[src/rtl/if_fetch_unit_pkg.sv]
// Shared types and constants for the instruction-fetch stage.
package if_fetch_unit_pkg;

  typedef enum logic [1:0] {
    FETCH = 2'd0,
    HOLD  = 2'd1,
    DRAIN = 2'd2
  } fetch_state_t;

  localparam logic [31:0] BUBBLE_PC        = 32'h0000_0000;
  localparam logic [31:0] BUBBLE_INST      = 32'h0000_0000;
  localparam logic [31:0] PC_STEP          = 32'd4;
  localparam logic [31:0] DEFAULT_RESET_PC = 32'h0000_0004;

  function automatic logic [31:0] word_align(input logic [31:0] addr);
    return addr & ~32'd3;
  endfunction

endpackage

[src/rtl/if_fetch_unit_counter.sv]
// Free-running up-counter with synchronous active-low clear and increment enable.
module if_counter64 #(
  parameter int CNT_W = 64
) (
  input  logic             clk,
  input  logic             clr_n,
  input  logic             inc,
  output logic [CNT_W-1:0] count
);

  logic [CNT_W-1:0] count_q;
  logic [CNT_W-1:0] count_d;

  always_comb begin
    count_d = count_q;
    if (inc) begin
      count_d = count_q + CNT_W'(1);
    end
  end

  always_ff @(posedge clk) begin
    if (!clr_n) begin
      count_q <= '0;
    end else begin
      count_q <= count_d;
    end
  end

  assign count = count_q;

endmodule

[src/rtl/if_fetch_unit.sv]
// Instruction-fetch stage: owns the PC, talks to instruction memory and
// presents one buffered instruction at a time to the IF/ID register.
module if_fetch_unit
  import if_fetch_unit_pkg::*;
#(
  parameter logic [31:0] RESET_PC = DEFAULT_RESET_PC,
  parameter int          CNT_W    = 64
) (
  input  logic             clk,
  input  logic             rst,
  input  logic             IFID_write,
  input  logic             IF_flush,
  input  logic [31:0]      redirect_pc,
  output logic             im_req,
  output logic [31:0]      im_addr,
  input  logic             im_ready,
  input  logic [31:0]      im_rdata,
  output logic             fetch_valid,
  output logic [31:0]      PC_out,
  output logic [31:0]      Instruction_out,
  output logic [CNT_W-1:0] cycle_out,
  output logic [CNT_W-1:0] instr_out
);

  fetch_state_t     state_q, state_d;
  logic [31:0]      pc_q, pc_d;
  logic [31:0]      req_addr_q, req_addr_d;
  logic             valid_q, valid_d;
  logic [31:0]      pc_out_q, pc_out_d;
  logic [31:0]      inst_q, inst_d;
  logic [CNT_W-1:0] cyc_out_q, cyc_out_d;
  logic [CNT_W-1:0] ord_q, ord_d;

  logic [CNT_W-1:0] cycle_cnt;
  logic [CNT_W-1:0] instr_cnt;
  logic             accept;

  assign accept = valid_q & IFID_write & ~IF_flush;

  if_counter64 #(.CNT_W(CNT_W)) u_cycle_cnt (
    .clk   (clk),
    .clr_n (rst),
    .inc   (1'b1),
    .count (cycle_cnt)
  );

  if_counter64 #(.CNT_W(CNT_W)) u_instr_cnt (
    .clk   (clk),
    .clr_n (rst),
    .inc   (accept),
    .count (instr_cnt)
  );

  always_comb begin
    state_d   = state_q;
    pc_d      = pc_q;
    valid_d   = valid_q;
    pc_out_d  = pc_out_q;
    inst_d    = inst_q;
    cyc_out_d = cyc_out_q;
    ord_d     = ord_q;

    unique case (state_q)
      FETCH: begin
        if (im_ready) begin
          if (IF_flush) begin
            pc_d = word_align(redirect_pc);
          end else begin
            valid_d   = 1'b1;
            pc_out_d  = pc_q;
            inst_d    = im_rdata;
            cyc_out_d = cycle_cnt;
            ord_d     = instr_cnt + CNT_W'(1);
            state_d   = HOLD;
          end
        end else if (IF_flush) begin
          // The in-flight request cannot be withdrawn; wait it out in DRAIN.
          pc_d    = word_align(redirect_pc);
          state_d = DRAIN;
        end
      end
      HOLD: begin
        if (IF_flush || accept) begin
          valid_d   = 1'b0;
          pc_out_d  = BUBBLE_PC;
          inst_d    = BUBBLE_INST;
          cyc_out_d = '0;
          ord_d     = '0;
          state_d   = FETCH;
          pc_d      = IF_flush ? word_align(redirect_pc) : pc_q + PC_STEP;
        end
      end
      DRAIN: begin
        if (IF_flush) begin
          pc_d = word_align(redirect_pc);
        end
        if (im_ready) begin
          state_d = FETCH;
        end
      end
      default: begin
        state_d = FETCH;
      end
    endcase

    // The request address only follows pc when a fresh request starts, so a
    // draining request keeps its stale address on the bus.
    req_addr_d = (state_d == FETCH) ? pc_d : req_addr_q;
  end

  always_ff @(posedge clk) begin
    if (!rst) begin
      state_q    <= FETCH;
      pc_q       <= RESET_PC;
      req_addr_q <= RESET_PC;
      valid_q    <= 1'b0;
      pc_out_q   <= BUBBLE_PC;
      inst_q     <= BUBBLE_INST;
      cyc_out_q  <= '0;
      ord_q      <= '0;
    end else begin
      state_q    <= state_d;
      pc_q       <= pc_d;
      req_addr_q <= req_addr_d;
      valid_q    <= valid_d;
      pc_out_q   <= pc_out_d;
      inst_q     <= inst_d;
      cyc_out_q  <= cyc_out_d;
      ord_q      <= ord_d;
    end
  end

  // Memory shares this reset, so the request is masked while reset is held.
  assign im_req          = rst & ((state_q == FETCH) | (state_q == DRAIN));
  assign im_addr         = req_addr_q;
  assign fetch_valid     = valid_q;
  assign PC_out          = pc_out_q;
  assign Instruction_out = inst_q;
  assign cycle_out       = cyc_out_q;
  assign instr_out       = ord_q;

endmodule

[config.mk]
export PLATFORM = sky130hd
export DESIGN_NAME = if_fetch_unit
export DESIGN_NICKNAME = d
export VERILOG_FILES = /design/src/rtl/if_fetch_unit_pkg.sv /design/src/rtl/if_fetch_unit_counter.sv /design/src/rtl/if_fetch_unit.sv
export SDC_FILE = /design/constraint.sdc
export NUM_CORES = 1
export LEC_CHECK = 0
export BUFFER_PORTS_ARGS = -buffer_cell sky130_fd_sc_hd__buf_2
export CORE_ASPECT_RATIO = 0.6
export CORE_MARGIN = 2
export CORE_UTILIZATION = 60
export DETAILED_ROUTE_END_ITERATION = 12
export PLACE_DENSITY = 0.86
export REMOVE_ABC_BUFFERS = 1
export SYNTH_ARGS = -nofsm -noshare
export SYNTH_HDL_FRONTEND = slang
export SYNTH_HIERARCHICAL = 1
export SYNTH_SLANG_ARGS = --single-unit
export TNS_END_PERCENT = 1
[constraint.sdc]
create_clock -name clk -period 5.4 [get_ports clk]
set_input_delay 1.08 -clock clk [delete_from_list [all_inputs] [get_ports clk]]
set_output_delay 1.08 -clock clk [all_outputs]
set_load 0.1 [all_outputs]
==> impl_results.md <==
* Worst Skew at 0.0122 ns
* CTS tree: yes
* Clk sink count at 387
* Synth area leader: dfxtp_1
* Sw power at 1.71 mW
* Final nets at 2402
* Clock latency on the worst-skew pair at 0.54 ns
* IO buf count at 292
* Synth Instances at 2128
* Post-CTS Setup Bufs at 0
* Status: completed
* Largest net degree at the start of global routing at 115
* CP max stage delay at 0.44 ns
* Final wirelength at 54900 um
* Top_reg_cell synth: dfxtp_1
* Vias in the first global route at 16200
* Period minus WS final at 3.56 ns
* Cell Pwr Density at 304 mW/mm2
* Overflow left after global routing at 0
* # DRC at 0
* First-pass GRT wire length at 87300 um
* Worst IR Drop VDD at 246 uV
* EDFF count, synth at 0
* Post-Syn Area at 0.0181 mm2
* Leak at 8.31 nW
* Final setup violation count at 0
* Site row count at 49
* Placed Area at 0.0197 mm2
* Drt wl/cell at 19.8 um
* Post-synthesis cell type count at 85
* Max cap viols at 0
* Clock power frac at 42.7%
* Root Buffer: clkbuf_16
* Final HPWL DP at 37300 um
* Die Y at 139 um
* Via count at 17700
* Worst path required time at 4.32 ns
* Fin crit share at 66.0%
* Post-cts repair resize count at 0
* Routability cong. at 0.934
* Worst Hold Class: flop to flop
* Crit path buffers/inverters at 3
* Area contributors post-synth: dfxtp_1 (43%), a22oi_1 (5.8%), nor2_1 (5.4%)
* Die X at 228 um
* Critical path class: primary input to output pin
* Final Hold Viols at 0
* CP max-delay cell: buf_2
* Register bit count reported by yosys at 387
* Internal at 4.65 mW
* Num CTS Buffers at 36
* Max-slew violations at 0
* Worst-path clk slew at 0.06 ns
* Total GRT Usage at 33.5%
* Logic pwr share at 10.7%
* Layout cells sized above 1 at 18.2%
* Ys Warns at 6
* Sequential Power Share at 46.6%
* Most common cell after layout, fill and taps aside: dfxtp_1
* Most frequent cells in the layout: dfxtp_1 (387), buf_2 (292), nor2_1 (259), nand2_1 (165), a22oi_1 (141)
* First-pass detailed-route iteration total at 6
* Worst Path Max Fanout at 73
* Fmax at 281 MHz
* DRC marker count from the first detailed-route iteration at 2158
* WHS at 0.447 ns
* Synthesized area per cell at 8.51 um2
* RSZ-0062 raised after global routing: false
* Vias/cell at 6.40
* Hold_buf cts at 0
* Core ar. at 0.0299 mm2
* Synth top area share at 42.8%
* Worst path top cell family by delay: buffers and inverters
* Sequential area share after synthesis at 42.8%
* Routed Antenna Nets at 0
* Overall Power at 6.36 mW
* Sw Ratio at 26.9%
* H-tree level count at 2
* Initial Utilization at 60.7%
* Design area at 0.0209 mm2
* Layout area overhead at 15.6%
* Slew @ Worst Pin at 1.24 ns
* Full die area at 0.0316 mm2
* Clock buffer depth at 3
* Initial antenna violation count at 7
* CP Cell Sequence: buf_2 -> inv_6 -> nor2_1 -> buf_2
* Final core occ at 70.2%
* Setup crit start kind: primary input
* Setup TNS at 0 ns
* Data arrival, critical path at 2.48 ns
* Max_slew headroom at 16.8%
* Async set-or-reset flop fraction in the synthesized netlist at 0%
* Top-Level Pins at 295
* Most common cell on crit path: buf_2
* Setup crit end kind: output pin
## power by group through the flow
stage          combinational, mW  clock (mW)  sequential [mW]
6_report                   0.682        2.72             2.96
5_1_grt                    0.719        2.85             2.97
4_1_cts                    0.674        2.74             2.96
3_5_place_dp               0.671           0             3.02
3_3_place_gp               0.659           0             3.02
2_1_floorplan              0.229           0             3.27
## routing by layer
metal / global-route usage (%) / wire length (um) / vias up
met5: 0 / 13 / -
met4: 11.7 / 1630 / 2
met3: 6.70 / 5560 / 110
met2: 50.6 / 23900 / 932
met1: 47.9 / 23800 / 8443
li1: - / - / 8222
## worst paths after layout
path	startpoint	endpoint	slack (ns)	depth (start not counted)
max	rst	im_req	1.84	4
min	instr_out[48]	instr_out[48]	0.45	2
max reg2reg	state_q[0]	instr_out[62]	1.97	7
min reg2reg	instr_out[48]	instr_out[48]	0.45	2
## per-stage QoR
stage,setup slack (ns),instances
after floorplan,-16.55,1986
after global placement,1.52,2699
after detailed placement,1.47,2699
after CTS,1.87,2762
after global routing,1.72,2767
final,1.84,2769
## synth_stat cells (all sizes together), types with 7 or more instances
cell	number
a211oi	10
a21o	7
and2	11
nor2	261
a32o	7
or2	10
nor4	54
nand2b	27
or4	15
nand3	114
mux2i	40
inv	26
nand4	101
nand3b	7
buf	23
o21ai	109
mux2	10
xnor2	60
xor2	49
o31ai	14
and4	18
a31oi	11
and3	46
clkbuf	123
dfxtp	387
nor2b	9
a21oi	89
nand2	168
or3	44
a22oi	141
nor3	38
## final cells by class
cell class              instances  area (um2)
flip-flops and latches        387        7750
inverters                      27         106
clock buffers                  53        1060
clock inverters                10         195
fillers                      2398        8910
repair buffers                305        1570
multi-input cells            1572        9740
diodes                          7        17.5
well taps                     408         510
## cell families (layout without fill, tap and decap cells)
logic type	after synthesis	count (layout)	synth area share, %
simple gates	942	942	28.1
compound gates	462	462	16.9
flops	387	387	42.8
buf+inv	173	395	3.81
xor+xnor	109	109	5.27
mux	50	50	2.83
fa+ha+maj	4	4	0.276
other cells	1	12	0.0207
## flip-flops by register name, indices dropped and copies added (netlist names)
register           cells
cycle_out             64
instr_out             64
u_cycle_cnt/count     64
u_instr_cnt/count     64
Instruction_out       32
PC_out                32
im_addr               32
pc_q                  32
state_q                2
fetch_valid            1
## worst register-to-register path, stage by stage (launching register included)
cell and delay [ns]:
dfxtp_1 0.62, buf_4 0.40, nor4b_2 0.61, buf_4 0.95
nand4_1 0.31, nor4_1 0.23, a211oi_1 0.11, o21ai_0 0.11
No activity file was read; power rests on OpenSTA's default activity.
